## config.mk

```make
export PLATFORM = sky130hd
export DESIGN_NAME = servo_pwm_scheduler_flat
export DESIGN_NICKNAME = d
export VERILOG_FILES = /design/src/rtl/servo_pwm_scheduler_pkg.sv /design/src/rtl/servo_pwm_scheduler_if.sv /design/src/rtl/servo_pwm_scheduler_timebase.sv /design/src/rtl/servo_pwm_scheduler.sv /design/src/flat_wrapper.sv
export SDC_FILE = /design/constraint.sdc
export NUM_CORES = 1
export LEC_CHECK = 0
export CORE_MARGIN = 2
export CORE_UTILIZATION = 58
export DETAILED_ROUTE_END_ITERATION = 16
export GPL_ROUTABILITY_DRIVEN = 0
export PLACE_DENSITY_LB_ADDON = 0.2
export SLEW_MARGIN = 0
export SYNTH_ARGS = -nofsm -noshare
export SYNTH_HDL_FRONTEND = slang
export SYNTH_HIERARCHICAL = 1
export SYNTH_SLANG_ARGS = --single-unit
export TNS_END_PERCENT = 30
```

## constraint.sdc

```tcl
create_clock -name CLK -period 5 [get_ports CLK]
set_clock_uncertainty 0.15 [all_clocks]
set_input_delay 0.75 -clock CLK [delete_from_list [all_inputs] [get_ports CLK]]
set_output_delay 0.75 -clock CLK [all_outputs]
set_load 0.02 [all_outputs]
```

## src/rtl/servo_pwm_scheduler_pkg.sv

```systemverilog
// Shared constants, timebase state type and sizing helpers for the servo PWM scheduler.
// Default timing gives a 20 ms frame with a 1 ms pulse floor at 100 MHz.
package servo_pwm_scheduler_pkg;

    localparam int IDX_W            = 5;
    localparam int DEF_NUM_SERVOS   = 18;
    localparam int DEF_FXP_WIDTH    = 20;
    localparam int DEF_PWM_OFFSET   = 8;
    localparam int DEF_PWM_WIDTH    = 8;
    localparam int DEF_PRESCALE     = 390;
    localparam int DEF_PERIOD_TICKS = 5120;
    localparam int DEF_MIN_TICKS    = 256;

    typedef enum logic {
        TB_IDLE = 1'b0,
        TB_RUN  = 1'b1
    } tb_state_e;

    // Counter width for a modulus of n (never below one bit).
    function automatic int cnt_width(input int n);
        return (n > 1) ? $clog2(n) : 1;
    endfunction

    // LSB position of the duty slice inside an angle word.
    function automatic int duty_lsb(input int offset, input int width);
        return offset - width + 1;
    endfunction

endpackage

```

## src/rtl/servo_pwm_scheduler_if.sv

```systemverilog
// Angle stream from the inverse-kinematics engine: one joint angle per beat,
// LAST marks the final word of a set and requests a commit.
interface servo_pwm_scheduler_if
    import servo_pwm_scheduler_pkg::*;
#(
    parameter int FXP_WIDTH = DEF_FXP_WIDTH
) ();

    logic                 ANGLE_VALID;
    logic                 ANGLE_READY;
    logic [FXP_WIDTH-1:0] ANGLE_DATA;
    logic [IDX_W-1:0]     ANGLE_IDX;
    logic                 ANGLE_LAST;

    modport master (
        output ANGLE_VALID,
        output ANGLE_DATA,
        output ANGLE_IDX,
        output ANGLE_LAST,
        input  ANGLE_READY
    );

    modport slave (
        input  ANGLE_VALID,
        input  ANGLE_DATA,
        input  ANGLE_IDX,
        input  ANGLE_LAST,
        output ANGLE_READY
    );

endinterface

```

## src/rtl/servo_pwm_scheduler_timebase.sv

```systemverilog
// Shared prescaler and frame counter; ENABLE is only honoured at frame boundaries.
//   state   | meaning
//   TB_IDLE | counters held at 0, no frames, outputs gated off
//   TB_RUN  | prescaler/tick counter advancing, FRAME_START at each (0,0)
module servo_pwm_timebase
    import servo_pwm_scheduler_pkg::*;
#(
    parameter int PRESCALE     = DEF_PRESCALE,
    parameter int PERIOD_TICKS = DEF_PERIOD_TICKS
) (
    input  logic                                clk,
    input  logic                                rst_n,
    input  logic                                enable,
    output logic                                run,
    output logic [cnt_width(PERIOD_TICKS)-1:0]  tick_cnt,
    output logic                                frame_start
);

    localparam int PRESC_W = cnt_width(PRESCALE);
    localparam int TICK_W  = cnt_width(PERIOD_TICKS);

    tb_state_e           state, state_nxt;
    logic [PRESC_W-1:0]  presc, presc_nxt;
    logic [TICK_W-1:0]   tick_nxt;
    logic                fs_nxt;
    logic                presc_last;
    logic                tick_last;

    assign presc_last = (presc == PRESC_W'(PRESCALE - 1));
    assign tick_last  = (tick_cnt == TICK_W'(PERIOD_TICKS - 1));
    assign run        = (state == TB_RUN);

    always_ff @(posedge clk or negedge rst_n) begin
        if (!rst_n) begin
            state       <= TB_IDLE;
            presc       <= '0;
            tick_cnt    <= '0;
            frame_start <= 1'b0;
        end else begin
            state       <= state_nxt;
            presc       <= presc_nxt;
            tick_cnt    <= tick_nxt;
            frame_start <= fs_nxt;
        end
    end

    // frame_start is registered so it lines up with the (0,0) counter state it announces.
    always_comb begin
        state_nxt = state;
        presc_nxt = presc;
        tick_nxt  = tick_cnt;
        fs_nxt    = 1'b0;
        case (state)
            TB_IDLE: begin
                presc_nxt = '0;
                tick_nxt  = '0;
                if (enable) begin
                    state_nxt = TB_RUN;
                    fs_nxt    = 1'b1;
                end
            end
            TB_RUN: begin
                if (presc_last) begin
                    presc_nxt = '0;
                    if (tick_last) begin
                        tick_nxt = '0;
                        if (enable) begin
                            fs_nxt = 1'b1;
                        end else begin
                            state_nxt = TB_IDLE;
                        end
                    end else begin
                        tick_nxt = tick_cnt + 1'b1;
                    end
                end else begin
                    presc_nxt = presc + 1'b1;
                end
            end
            default: begin
                state_nxt = TB_IDLE;
                presc_nxt = '0;
                tick_nxt  = '0;
            end
        endcase
    end

endmodule

```

## src/rtl/servo_pwm_scheduler.sv

```systemverilog
// Hexapod servo PWM scheduler: stages IK joint angles, commits the whole set at a
// frame boundary and drives NUM_SERVOS synchronous pulse outputs.
module servo_pwm_scheduler
    import servo_pwm_scheduler_pkg::*;
#(
    parameter int NUM_SERVOS   = DEF_NUM_SERVOS,
    parameter int FXP_WIDTH    = DEF_FXP_WIDTH,
    parameter int PWM_OFFSET   = DEF_PWM_OFFSET,
    parameter int PWM_WIDTH    = DEF_PWM_WIDTH,
    parameter int PRESCALE     = DEF_PRESCALE,
    parameter int PERIOD_TICKS = DEF_PERIOD_TICKS,
    parameter int MIN_TICKS    = DEF_MIN_TICKS
) (
    input  logic                   CLK,
    input  logic                   RESETN,
    input  logic                   ENABLE,
    servo_pwm_scheduler_if.slave   angle,
    output logic [NUM_SERVOS-1:0]  PWM_OUT,
    output logic                   FRAME_START,
    output logic                   COMMIT_DONE,
    output logic                   IDX_ERR
);

    localparam int TICK_W = cnt_width(PERIOD_TICKS);
    localparam int CMP_W  = TICK_W + 1;

    logic [FXP_WIDTH-1:0] data;
    logic [PWM_WIDTH-1:0] duty_in;
    logic                 unused_data;
    logic                 accept;
    logic                 idx_ok;
    logic                 commit;
    logic                 pending;
    logic                 pending_nxt;
    logic                 ready;
    logic                 idx_err;
    logic                 run;
    logic                 frame_start;
    logic [TICK_W-1:0]    tick_cnt;

    assign data        = angle.ANGLE_DATA;
    assign duty_in     = data[PWM_OFFSET -: PWM_WIDTH];
    assign unused_data = ^data;

    assign accept = angle.ANGLE_VALID & ready;
    assign idx_ok = (32'(angle.ANGLE_IDX) < $unsigned(32'(NUM_SERVOS)));
    assign commit = frame_start & pending;

    assign angle.ANGLE_READY = ready;
    assign FRAME_START       = frame_start;
    assign COMMIT_DONE       = commit;
    assign IDX_ERR           = idx_err;

    // commit and LAST-accept cannot coincide: commit needs pending, which holds ready low.
    always_comb begin
        pending_nxt = pending;
        if (commit) begin
            pending_nxt = 1'b0;
        end else if (accept && angle.ANGLE_LAST) begin
            pending_nxt = 1'b1;
        end
    end

    always_ff @(posedge CLK or negedge RESETN) begin
        if (!RESETN) begin
            pending <= 1'b0;
            ready   <= 1'b0;
            idx_err <= 1'b0;
        end else begin
            pending <= pending_nxt;
            ready   <= !pending_nxt;
            if (accept && !idx_ok) begin
                idx_err <= 1'b1;
            end
        end
    end

    servo_pwm_timebase #(
        .PRESCALE     (PRESCALE),
        .PERIOD_TICKS (PERIOD_TICKS)
    ) u_timebase (
        .clk         (CLK),
        .rst_n       (RESETN),
        .enable      (ENABLE),
        .run         (run),
        .tick_cnt    (tick_cnt),
        .frame_start (frame_start)
    );

    for (genvar i = 0; i < NUM_SERVOS; i++) begin : g_ch
        logic [PWM_WIDTH-1:0] staged;
        logic [PWM_WIDTH-1:0] active;
        logic [PWM_WIDTH-1:0] duty_eff;
        logic [CMP_W-1:0]     thresh;
        logic                 pwm;

        // Compare against the incoming set during the commit cycle so the new duty owns this frame.
        assign duty_eff = commit ? staged : active;
        assign thresh   = CMP_W'(MIN_TICKS) + CMP_W'(duty_eff);

        always_ff @(posedge CLK or negedge RESETN) begin
            if (!RESETN) begin
                staged <= '0;
                active <= '0;
                pwm    <= 1'b0;
            end else begin
                if (accept && (angle.ANGLE_IDX == IDX_W'(i))) begin
                    staged <= duty_in;
                end
                if (commit) begin
                    active <= staged;
                end
                pwm <= run && ({1'b0, tick_cnt} < thresh);
            end
        end

        assign PWM_OUT[i] = pwm;
    end

endmodule

```

## src/flat_wrapper.sv

```systemverilog
// flat-port wrapper written by rule: the top's interface ports become plain ports
module servo_pwm_scheduler_flat import servo_pwm_scheduler_pkg::*;
#(
    parameter int NUM_SERVOS   = DEF_NUM_SERVOS,
    parameter int FXP_WIDTH    = DEF_FXP_WIDTH,
    parameter int PWM_OFFSET   = DEF_PWM_OFFSET,
    parameter int PWM_WIDTH    = DEF_PWM_WIDTH,
    parameter int PRESCALE     = DEF_PRESCALE,
    parameter int PERIOD_TICKS = DEF_PERIOD_TICKS,
    parameter int MIN_TICKS    = DEF_MIN_TICKS
)
  (CLK, RESETN, ENABLE, PWM_OUT, FRAME_START, COMMIT_DONE, IDX_ERR, angle_ANGLE_VALID, angle_ANGLE_DATA, angle_ANGLE_IDX, angle_ANGLE_LAST, angle_ANGLE_READY);
  servo_pwm_scheduler_if #(.FXP_WIDTH(FXP_WIDTH)) angle_i ();
  input  logic CLK;
  input  logic RESETN;
  input  logic ENABLE;
  output logic [NUM_SERVOS-1:0] PWM_OUT;
  output logic FRAME_START;
  output logic COMMIT_DONE;
  output logic IDX_ERR;
  input wire logic [$bits(angle_i.ANGLE_VALID)-1:0] angle_ANGLE_VALID;
  input wire logic [$bits(angle_i.ANGLE_DATA)-1:0] angle_ANGLE_DATA;
  input wire logic [$bits(angle_i.ANGLE_IDX)-1:0] angle_ANGLE_IDX;
  input wire logic [$bits(angle_i.ANGLE_LAST)-1:0] angle_ANGLE_LAST;
  output wire logic [$bits(angle_i.ANGLE_READY)-1:0] angle_ANGLE_READY;
  assign angle_i.ANGLE_VALID = angle_ANGLE_VALID;
  assign angle_i.ANGLE_DATA = angle_ANGLE_DATA;
  assign angle_i.ANGLE_IDX = angle_ANGLE_IDX;
  assign angle_i.ANGLE_LAST = angle_ANGLE_LAST;
  assign angle_ANGLE_READY = angle_i.ANGLE_READY;
  servo_pwm_scheduler #(.NUM_SERVOS(NUM_SERVOS), .FXP_WIDTH(FXP_WIDTH), .PWM_OFFSET(PWM_OFFSET), .PWM_WIDTH(PWM_WIDTH), .PRESCALE(PRESCALE), .PERIOD_TICKS(PERIOD_TICKS), .MIN_TICKS(MIN_TICKS)) u_core (.CLK(CLK), .RESETN(RESETN), .ENABLE(ENABLE), .angle(angle_i), .PWM_OUT(PWM_OUT), .FRAME_START(FRAME_START), .COMMIT_DONE(COMMIT_DONE), .IDX_ERR(IDX_ERR));
endmodule
```

# == Yosys cells after proc, flatten, opt, wreduce, memory -nomap -nowiden ==
# Cells that the tools add are included.
# totals
input_bits,30
output_inout_bits,22
wordCells,196
regBits,333
# op_classes
addsub,20
n_reduce_logical,41
bitwise_logic,3
n_lt_le_gt_ge,19
n_mux,32
n_eq_ne,20
# op_table
cell,count
< comparator 13 x 14 -> 1 bit,18
adder 9 x 8 -> 10 bit (first input constant),18
two-way mux 8 bit,18
equality test 5 x 4 -> 1 bit (second input constant),8
logical AND 1 bit,38
two-way mux 13 bit,2
case mux 13 bit (2 select lines),1
equality test 5 x 3 -> 1 bit (second input constant),4
case mux 9 bit (2 select lines),1
adder 13 x 1 -> 13 bit (second input constant),1
equality test 13 bit (second input constant),1
equality test 5 x 2 -> 1 bit (second input constant),2
equality test 5 bit (second input constant),2
adder 9 x 1 -> 9 bit (second input constant),1
equality test 9 bit (second input constant),1
two-way mux 9 bit,1
two-way mux 1 bit,7
equality test 5 x 1 -> 1 bit (second input constant),1
logical NOT 5 bit,1
< comparator 5 bit (second input constant),1
case mux 1 bit (2 select lines),2
AND 1 bit,2
logical NOT 1 bit,2
!= test 2 x 1 -> 1 bit (second input constant),1
inverter 1 bit,1

# == Longest topological paths before layout ==
# Gate-level depths: netlist of run 1.
# logic_depth
word_depth,5
depth_mapped,10
mapped_depth_nobuf,7

# == Modules after synthesis ==
# Netlist of run 1, hierarchy kept.
# modules_own_cells
module,seq_area_each_um2,instances,cells_per_inst,area_per_inst_um2
servo_pwm_scheduler,7732.4,1,1240,14953.1
servo_pwm_timebase,600.6,1,130,1246.2

# == Worst setup path after synthesis of run 1 ==
# OpenSTA, ideal clock, no wires.
# synth_path
kind,register to register
start,reg u_core.u_timebase.frame_start
end,reg u_core.g_ch[13].pwm
stages_incl_launch_ff,11
required_time_ps,4724
path_buffers,3
path_slack_ps,2544
arrival_time_ps,2180
setup_ps,126
synth_period_minus_slack_ps,2456
cell_sequence,dfrtp_1 nand2_1 buf_2 buf_4 buf_2 mux2i_1 ha_1 nand2_1 o21ai_0 a21oi_1 o311a_1
# synth_between
elab_chain_cells,5
# synth_lines
item,line_no,rtl
start: declaration,servo_pwm_scheduler_timebase.sv:16,output logic frame_start
start signal: assignment,servo_pwm_scheduler_timebase.sv:43,frame_start <= fs_nxt;
AND 1 bit,servo_pwm_scheduler.sv:47,assign commit = frame_start & pending;
two-way mux 8 bit,servo_pwm_scheduler.sv:98,assign duty_eff = commit ? staged : active;
adder 9 x 8 -> 10 bit,servo_pwm_scheduler.sv:99,assign thresh = CMP_W'(MIN_TICKS) + CMP_W'(duty_eff);
< comparator 13 x 14 -> 1 bit,servo_pwm_scheduler.sv:113,"pwm <= run && ({1'b0, tick_cnt} < thresh);"
logical AND 1 bit,servo_pwm_scheduler.sv:113,
end signal: assignment,servo_pwm_scheduler.sv:113,
end: declaration,servo_pwm_scheduler.sv:95,logic pwm;
# Every way passes these cells.
# A chain may end at the register's enable or synchronous reset.

# == Worst setup path after layout of run 1 ==
# layout_path
start,reg u_core.pending
end,out COMMIT_DONE
# layout_between
elab_chain_cells,1
# layout_lines
item,line_no,rtl
start: declaration,servo_pwm_scheduler.sv:33,logic pending;
start signal: assignment,servo_pwm_scheduler.sv:70,pending <= pending_nxt;
AND 1 bit,servo_pwm_scheduler.sv:47,
end: declaration,flat_wrapper.sv:19,output logic COMMIT_DONE;
# Every way passes these cells.

==> flow_metrics.env, run 1 <==
export IMPL_yosysTopAreaCellShare_pct=51.4
export IMPL_path_cells="nand2_4 > clkinv_1 > clkdlybuf4s50_1"
export IMPL_cp_start_kind="flip-flop"
export IMPL_powerDensity_nw_per_um2=318
export IMPL_hold_viol=0
export IMPL_worst_path_max_delay_cell="clkdlybuf4s50_1"
export IMPL_viasPerCell=5.69
export IMPL_cpPeakStageDelay_ps=750
export IMPL_cts_setup_buffers=0
export IMPL_crit_type="reg -> out"
export IMPL_clkSlewWorstSetupHoldPaths_ps=60
export IMPL_ios=52
export IMPL_gr_total_overflow=0
export IMPL_place_hpwl_um=21200
export IMPL_synth_compound_area_share_pct=5.95
export IMPL_setup_tns_ps=0
export IMPL_min_path_type="in -> async"
export IMPL_synth_top_flop_cell="dfrtp_1"
export IMPL_dr_first_iter_drc_count=670
export IMPL_ys_top_cells_by_area="dfrtp_1 (51%), ha_1 (10%), mux2_2 (9.5%), mux2i_1 (7.8%), inv_1 (3.0%)"
export IMPL_antenna_found_initial=1
export IMPL_grt_usage_pct=25.7
export IMPL_synthAdderAreaFrac_pct=9.96
export IMPL_maxCapViolCount=0
export IMPL_vias=10300
export IMPL_start_util_pct=58.6
export IMPL_cp_end_kind="output port"
export IMPL_tightest_slew_ps=1130
export IMPL_clockBufferDepth=3
export IMPL_coreArea_um2=27600
export IMPL_cp_max_fo=20
export IMPL_nets=1565
export IMPL_wl_per_cell_um=19.7
export IMPL_critPathTopFamily="buffers and inverters"
export IMPL_p_clk_share_pct=44.4
export IMPL_detail_route_wirelength_um=35600
export IMPL_yosysSeqAreaShare_pct=51.4
export IMPL_synth_top_family_by_area="multiplexers"
export IMPL_pre_cts_ws_ps=1580
export IMPL_power_frac_comb_pct=4.7
export IMPL_firstDrtPassIters=4
export IMPL_synth_simple_gate_area_share_pct=8.87
export IMPL_die_area_um2=29300
export IMPL_ys_types=50
export IMPL_grt_max_degree=132
export IMPL_num_rows=61
export IMPL_ir_drop_v=0.000251
export IMPL_min_period_ps=3720
export IMPL_rsz0062_at_grt="no"
export IMPL_slew_viol_final=0
export IMPL_numCtsBuffers=36
export IMPL_ctsHoldBuffers=0
export IMPL_p_leak_uw=0.0107
export IMPL_synthesis_area_um2=16200
export IMPL_clk_latency_ps=510
export IMPL_muxShareOfSynthArea_pct=18.0
export IMPL_remaining_drc_errors=0
export IMPL_io_buffers=39
export IMPL_cts_sinks=333
export IMPL_synth_area_leader_cell="dfrtp_1"
export IMPL_synth_xor_area_share_pct=0.541
export IMPL_first_global_vias=10400
export IMPL_tritoncts="built"
export IMPL_power_frac_seq_pct=50.9
export IMPL_run_status="finished, final reports clean"
export IMPL_ys_warn_count=6
export IMPL_ys_async_sr_fraction_pct=100
export IMPL_ys_ff_latch=333
export IMPL_netSwitchingFraction_pct=22.0
export IMPL_fmax_ghz=0.269
export IMPL_internal_power_uw=4480
export IMPL_worstPathArrival_ps=2820
export IMPL_power_uw=5740
export IMPL_die_h_um=171
export IMPL_postCtsResizedCells=0
export IMPL_grt_pass1_wl_um=57600
export IMPL_drive_gt1_share_pct=17.6
export IMPL_syn_area_per_cell_um2=11.8
export IMPL_p_sw_uw=1260
export IMPL_die_x_um=171
export IMPL_maxSlewHeadroom_pct=24.3
export IMPL_finalSetupViolCount=0
export IMPL_worst_slack_ps=1280
export IMPL_clockRootBuffer="clkbuf_16"
export IMPL_postRouteAntennaNets=0
export IMPL_finalCritPeriodShare_pct=74.4
export IMPL_rrSetupSlack_ps=1680
export IMPL_post_route_util_pct=65.3
export IMPL_cts_max_level=2
export IMPL_area_growth_pct=11.4
export IMPL_syn_nets=1529
export IMPL_synth_edf_count=0
export IMPL_critPathRequiredTime_ps=4100
export IMPL_crit_buf_inv=2
export IMPL_netlist_instances=1370
-- power groups by stage --
stage | clock, uW | combinational (uW) | sequential, uW
2_1_floorplan | 0 | 158 | 2940
3_3_place_gp | 0 | 267 | 2960
3_5_place_dp | 0 | 279 | 2970
4_1_cts | 2610 | 279 | 2920
5_1_grt | 2720 | 301 | 2940
6_report | 2550 | 272 | 2920
-- worst register-to-register path, cell delays in order, from the launching register on --
cell and delay [ps]:
dfrtp_1 710, nand2_4 220, buf_4 840, mux2i_1 280, ha_1 360, nand2_1 70
o21ai_0 210, a21oi_1 70, o311a_1 290
-- cell usage in the layout, fill, tap and decap left out, types with 29 or more instances in the layout --
master	Yosys	routed
dfrtp_1	333	333
ha_1	129	129
inv_1	130	130
o21ai_0	40	40
mux2_2	136	136
nor2_1	31	31
nand3_1	29	29
nand2_1	108	107
clkdlybuf4s50_1	0	38
mux2i_1	126	126
clkbuf_16	0	37
a21oi_1	80	80
-- metrics by stage --
step	cells	hold slack [ps]	area (um^2)
6_report	1808	163	18000
3_3_place_gp	1746	308	16900
5_1_grt	1808	303	18000
2_1_floorplan	1370	296	16200
3_5_place_dp	1746	312	16900
4_1_cts	1807	257	18000
-- path summary, 6_finish.rpt --
| check | startpoint | endpoint | cells after the start |
|---|---|---|---|
| min | RESETN | u_core/g_ch[9].staged[5] | 1 |
| max | u_core/pending | COMMIT_DONE | 3 |
| min reg2reg | u_core/g_ch[8].active[0] | u_core/g_ch[8].active[0] | 2 |
| max in group asynchronous | RESETN | u_core/u_timebase/presc[1] | 2 |
| min in group CLK | u_core/g_ch[8].active[0] | u_core/g_ch[8].active[0] | 2 |
| max reg2reg | u_core/pending | u_core/g_ch[12].pwm | 8 |
-- metal layers --
metal  global-route usage, %  vias up  share of wire, %
met2                    43.1      172                49
met1                    35.7     5257                46
met4                    6.74        0               1.8
met3                    2.96       52               3.5
li1                        -     4801                 -
met5                       0        -                 0
-- layout make-up --
cell class	count	area (um^2)
sequential	333	8330
timing repair buffer	62	581
clock inverter	9	56.3
inverter	132	495
antenna	1	2.50
clock buffer	52	1080
fill	2172	9580
multi-input combinational	841	7020
tap	378	473
-- state kept, by name, indices dropped and copies added, names as in the netlist --
signal,flops
u_core/pending,1
u_core/IDX_ERR,1
u_core/u_timebase/tick_cnt,13
u_core/g_ch.staged,144
u_core/g_ch.pwm,18
u_core/angle.ANGLE_READY,1
u_core/u_timebase/presc,9
u_core/u_timebase/frame_start,1
u_core/u_timebase/run,1
u_core/g_ch.active,144
-- cells by family after synthesis --
kind of cell,count (synthesis)
buf+inv,196
mux,270
fa+ha+maj,129
xor+xnor,10
compound gates,166
simple gates,266
flops,333
-- cells in the mapped netlist (3+ instances only) --
| master | number |
|---|---|
| nand4_1 | 3 |
| xor2_1 | 9 |
| o311a_1 | 18 |
| a21oi_1 | 80 |
| buf_2 | 22 |
| inv_1 | 130 |
| nor2b_1 | 23 |
| and2_1 | 5 |
| nand2_1 | 108 |
| nor2_1 | 31 |
| mux2_4 | 8 |
| or3_1 | 7 |
| nor2_2 | 6 |
| buf_4 | 21 |
| o21ai_0 | 40 |
| mux2i_1 | 126 |
| nand2_2 | 7 |
| and4b_1 | 18 |
| nand2b_1 | 3 |
| or4_1 | 4 |
| nand3_1 | 29 |
| dfrtp_1 | 333 |
| ha_1 | 129 |
| and3_1 | 4 |
| a31oi_1 | 20 |
| mux2_2 | 136 |
| clkbuf_1 | 19 |
| o22ai_1 | 4 |
No activity file was read; power rests on OpenSTA's default activity.
==> inputs of run 2 (changes only) <==
Clock period 5 ns to 3.8 ns, I/O delays scaled along.
==> run 2 against run 1 <==
Effect of this change:
- the run now ends with hold timing left
- utilization up 0.22 points
- combinational power up 37%
- clock-buffer cell count shrank 1
- first-iteration DRC count decreased by 5.1%
- clock power is 28% higher
- die area stayed put
- worst hold slack lost 220 ps
- cell count grew 0.28%
- global-route usage is 0.85 points lower
- critical path type unchanged
- largest cell class unchanged
==> flow_metrics.env, run 2 (synthesis results as in run 1) <==
export IMPL_run_status="finished with violations"
export IMPL_failed_checks="hold timing"
export IMPL_powerDensity_nw_per_um2=412
export IMPL_mostFrequentLayoutCells="dfrtp_1 (333), mux2_2 (136), inv_1 (130), ha_1 (129), mux2i_1 (126)"
export IMPL_ctsHoldBuffers=0
export IMPL_area_growth_pct=11.8
export IMPL_setup_tns_ps=0
export IMPL_critPathTopFamily="buffers and inverters"
export IMPL_clkSlewWorstSetupHoldPaths_ps=50
export IMPL_tightest_slew_ps=1110
export IMPL_remaining_drc_errors=0
export IMPL_antenna_found_initial=0
export IMPL_worst_path_max_delay_cell="clkdlybuf4s50_1"
export IMPL_use_met1_pct=34.6
export IMPL_power_uw=7460
export IMPL_crit_buf_inv=2
export IMPL_power_frac_comb_pct=5.0
export IMPL_postRouteAntennaNets=0
export IMPL_rsz0062_at_grt="no"
export IMPL_layout_commonest_cell="dfrtp_1"
export IMPL_firstDrtPassIters=5
export IMPL_cp_end_kind="output port"
export IMPL_reg_largest_list="u_core/g_ch.active: 144 flops, u_core/g_ch.staged: 144 flops, u_core/g_ch.pwm: 18 flops"
export IMPL_rr_worst_depth=8
export IMPL_min_period_ps=3080
export IMPL_viasPerCell=5.69
export IMPL_busiest_layer="met2"
export IMPL_ios=52
export IMPL_slew_viol_final=0
export IMPL_timing_rr_end="u_core/g_ch[13].pwm"
export IMPL_cts_sinks=333
export IMPL_gr_usage_met2_pct=41.7
export IMPL_worstPathArrival_ps=2360
export IMPL_critPathRequiredTime_ps=3080
export IMPL_maxCapViolCount=0
export IMPL_fillers=2177
export IMPL_grt_usage_pct=24.8
export IMPL_clockRootBuffer="clkbuf_16"
export IMPL_vias=10300
export IMPL_grt_max_degree=108
export IMPL_nets=1575
export IMPL_whs_ps=-58.4
export IMPL_p_clk_share_pct=43.7
export IMPL_ff_latch_area_um2=8330
export IMPL_hold_viol=13
export IMPL_detail_route_wirelength_um=34600
export IMPL_coreArea_um2=27600
export IMPL_grt_pass1_wl_um=56000
export IMPL_die_area_um2=29300
export IMPL_numCtsBuffers=37
export IMPL_p_sw_uw=1630
export IMPL_drive_gt1_share_pct=17.6
export IMPL_clockBufferDepth=3
export IMPL_grt_use_met3_pct=3.08
export IMPL_cts_max_level=2
export IMPL_fmax_ghz=0.325
export IMPL_antenna_cells=0
export IMPL_cpPeakStageDelay_ps=600
export IMPL_clk_latency_ps=510
export IMPL_cp_max_fo=37
export IMPL_cp_start_kind="flip-flop"
export IMPL_power_frac_seq_pct=51.3
export IMPL_finalSetupViolCount=0
export IMPL_io_buffers=39
export IMPL_gr_total_overflow=0
export IMPL_num_rows=61
export IMPL_place_hpwl_um=21500
export IMPL_cts_setup_buffers=0
export IMPL_maxSlewHeadroom_pct=25.7
export IMPL_first_global_vias=10300
export IMPL_rrSetupSlack_ps=990
export IMPL_min_path_type="in -> async"
export IMPL_postCtsResizedCells=0
export IMPL_start_util_pct=58.6
export IMPL_crit_type="reg -> out"
export IMPL_finalCritPeriodShare_pct=81.0
export IMPL_path_cells="nand2_4 > clkinv_1 > clkdlybuf4s50_1"
export IMPL_die_x_um=171
export IMPL_r2r_start="u_core/u_timebase/frame_start"
export IMPL_wl_per_cell_um=19.1
export IMPL_tritoncts="built"
export IMPL_ir_drop_v=0.000229
export IMPL_dr_first_iter_drc_count=636
export IMPL_die_h_um=171
export IMPL_netSwitchingFraction_pct=21.9
export IMPL_internal_power_uw=5830
export IMPL_multi_input_area_um2=7020
export IMPL_p_leak_uw=0.0108
## run 2: area by class of cell
cell class | instances | share of cell area (%)
inverter | 132 | 2.74
multi-input combinational | 841 | 38.8
sequential | 333 | 46.0
clock buffer | 51 | 5.57
timing repair buffer | 71 | 3.92
clock inverter | 7 | 0.352
tap | 378 | 2.61
## run 2: per-stage QoR
| step | std cells | hold WS (ps) | setup WS, ps | area [um^2] | util [%] |
|---|---|---|---|---|---|
| floorplan | 1370 | 124 | 1340 | 16200 | - |
| global placement | 1755 | 307 | 991 | 17000 | 61.7 |
| detailed placement | 1755 | 312 | 945 | 17000 | 61.7 |
| CTS | 1813 | 8.12 | 667 | 18100 | 65.5 |
| global route | 1813 | 38.8 | 628 | 18100 | 65.5 |
| finish | 1813 | -58.4 | 722 | 18100 | 65.5 |
## run 2: power by group through the flow
stage                     registers [uW]  logic [uW]  clock network [uW]
after floorplan                     3870         208                   0
after global placement              3880         368                   0
after detailed placement            3890         380                   0
final                               3830         372                3260
after CTS                           3830         381                3330
after global routing                3850         410                3490
## run 2: how the worst max path moves through the flow
stage	startpoint	end	depth (start not counted)
4_1_cts	u_core/u_timebase/frame_start	COMMIT_DONE	3
6_report	u_core/u_timebase/frame_start	COMMIT_DONE	3
5_1_grt	u_core/u_timebase/frame_start	COMMIT_DONE	3
2_1_floorplan	u_core/u_timebase/frame_start	u_core/g_ch[13].pwm	10
3_5_place_dp	u_core/u_timebase/frame_start	u_core/g_ch[13].pwm	8
3_3_place_gp	u_core/u_timebase/frame_start	u_core/g_ch[2].pwm	8
## run 2: routing by layer
layer | share of wire (%) | wire length (um)
met5 | 0 | 0
met2 | 48 | 16800
met1 | 46 | 15900
met3 | 4.1 | 1420
met4 | 1.6 | 565
## run 2: worst reg2reg max path: stages, from the launching register on
cell and delay [ps]:
dfrtp_1 410, nand2_4 550, buf_4 470, mux2i_1 170, ha_1 320, a21oi_1 60
o21ai_0 170, a21oi_1 80, o311a_1 300
==> inputs of run 3 (changes only) <==
Clock period 3.8 ns to 3.2 ns, I/O delays scaled along.
==> run 3 against run 2 <==
Effect of this change:
- the run now ends clean
- first-iteration DRC count grew 14%
- register-to-register slack lost 310 ps
- utilization grew 0.93 points
- critical endpoint unchanged
- largest power group unchanged
==> flow_metrics.env, run 3 (synthesis results as in run 1) <==
export IMPL_rsz0062_at_grt="no"
export IMPL_hold_viol=0
export IMPL_ios=52
export IMPL_rr_worst_depth=8
export IMPL_clockRootBuffer="clkbuf_16"
export IMPL_tritoncts="built"
export IMPL_nets=1582
export IMPL_die_x_um=171
export IMPL_gr_total_overflow=0
export IMPL_coreArea_um2=27600
export IMPL_netSwitchingFraction_pct=21.0
export IMPL_r2r_start="u_core/pending"
export IMPL_cts_setup_buffers=0
export IMPL_postCtsResizedCells=0
export IMPL_firstDrtPassIters=5
export IMPL_die_h_um=171
export IMPL_slew_viol_final=0
export IMPL_fillers=2111
export IMPL_fmax_ghz=0.337
export IMPL_ir_drop_v=0.000474
export IMPL_start_util_pct=58.6
export IMPL_area_growth_pct=13.4
export IMPL_grt_usage_pct=25.7
export IMPL_mostFrequentLayoutCells="dfrtp_1 (333), mux2_2 (136), inv_1 (130), ha_1 (129), mux2i_1 (126)"
export IMPL_cp_startpoint="u_core/pending"
export IMPL_clockBufferDepth=3
export IMPL_cts_max_level=2
export IMPL_io_buffers=39
export IMPL_clkSlewWorstSetupHoldPaths_ps=60
export IMPL_min_path_type="reg -> reg"
export IMPL_antenna_cells=0
export IMPL_maxCapViolCount=0
export IMPL_rrSetupSlack_ps=680
export IMPL_p_leak_uw=0.0109
export IMPL_post_route_util_pct=66.5
export IMPL_p_sw_uw=1980
export IMPL_worstPathArrival_ps=2340
export IMPL_hold_path_end="u_core/g_ch[15].active[0]"
export IMPL_first_global_vias=10700
export IMPL_ctsHoldBuffers=1
export IMPL_worst_path_max_delay_cell="clkdlybuf4s50_1"
export IMPL_vias=10400
export IMPL_viasPerCell=5.69
export IMPL_drive_gt1_share_pct=18.5
export IMPL_place_hpwl_um=22200
export IMPL_p_clk_share_pct=46.7
export IMPL_powerDensity_nw_per_um2=512
export IMPL_clk_latency_ps=510
export IMPL_path_cells="nand2_4 > buf_12 > clkinv_1 > clkdlybuf4s50_1"
export IMPL_holdPathStages=2
export IMPL_die_area_um2=29300
export IMPL_postRouteAntennaNets=0
export IMPL_remaining_drc_errors=0
export IMPL_layout_commonest_cell="dfrtp_1"
export IMPL_numCtsBuffers=37
export IMPL_cp_start_kind="flip-flop"
export IMPL_detail_route_wirelength_um=36000
export IMPL_grt_pass1_wl_um=57400
export IMPL_timing_rr_end="u_core/g_ch[3].pwm"
export IMPL_finalSetupViolCount=0
export IMPL_min_period_ps=2970
export IMPL_power_frac_seq_pct=48.4
export IMPL_maxSlewHeadroom_pct=48.9
export IMPL_cp_end_kind="output port"
export IMPL_run_status="finished, final reports clean"
export IMPL_num_rows=61
export IMPL_dr_first_iter_drc_count=722
export IMPL_antenna_found_initial=0
export IMPL_internal_power_uw=7420
export IMPL_cpPeakStageDelay_ps=570
export IMPL_setup_tns_ps=0
export IMPL_min_from="u_core/g_ch[15].active[0]"
export IMPL_tightest_slew_ps=763
export IMPL_power_frac_comb_pct=4.8
export IMPL_cts_sinks=333
export IMPL_reg_largest_list="u_core/g_ch.active: 144 flops, u_core/g_ch.staged: 144 flops, u_core/g_ch.pwm: 18 flops"
export IMPL_crit_type="reg -> out"
export IMPL_finalCritPeriodShare_pct=92.8
export IMPL_cp_max_fo=51
export IMPL_wl_per_cell_um=19.7
export IMPL_grt_max_degree=92
export IMPL_critPathRequiredTime_ps=2570
==> run 3: cell count changes in the layout (fill, tap and decap cells not counted) <==
cell,delta
dlygate4sd3_1,+1
clkbuf_8,+1
inv_6,-1
bufinv_16,+6
buf_4,+4
clkinv_4,+1
clkinv_2,+2
clkbuf_1,-7
buf_12,+2
==> run 3: layout make-up <==
type	instances	area [um^2]	area share, %
well taps	378	473	2.58
inverters	132	495	2.70
clock inverters	15	254	1.38
clock buffers	45	996	5.42
multi-input cells	841	7020	38.2
repair buffers	78	791	4.31
flip-flops and latches	333	8330	45.4
==> run 3: worst max-delay path, delay by kind of cell, from the launching register on <==
kind                   cells  cell delay [ps]
buffers and inverters      3             1110
flip-flops                 1              410
AND/OR/NAND/NOR            1              250
==> run 3: worst max-delay path by stage <==
stage / slack (ps) / depth (start not counted) / endpoint
floorplan: 740 / 10 / u_core/g_ch[13].pwm
finish: 230 / 4 / COMMIT_DONE
global route: 150 / 4 / COMMIT_DONE
CTS: 210 / 4 / COMMIT_DONE
detailed placement: 540 / 5 / u_core/g_ch[8].staged[7]
global placement: 570 / 5 / u_core/g_ch[8].staged[3]
==> run 3: power by group through the flow <==
stage	combinational, uW	clock [uW]	sequential [uW]
floorplan	247	0	4590
global placement	443	0	4610
detailed placement	462	0	4630
CTS	464	4460	4550
global route	500	4650	4580
finish	455	4390	4550
==> run 3: layer usage <==
layer | part of all wire, % | global-route usage [%]
met5 | 0 | 0
met4 | 2.3 | 7.15
met1 | 46 | 34.7
met2 | 49 | 43.5
met3 | 3.4 | 3.54
==> run 3: per-stage QoR <==
stage          total power, uW  area, um^2  hold slack (ps)  cells  setup slack (ps)
2_1_floorplan             4840       16200             34.4   1370               744
3_3_place_gp              5060       17100              307   1761               569
3_5_place_dp              5090       17100              313   1761               537
6_report                  9400       18400              325   1822               232
4_1_cts                   9470       18400              327   1822               209
5_1_grt                   9720       18400              345   1822               145
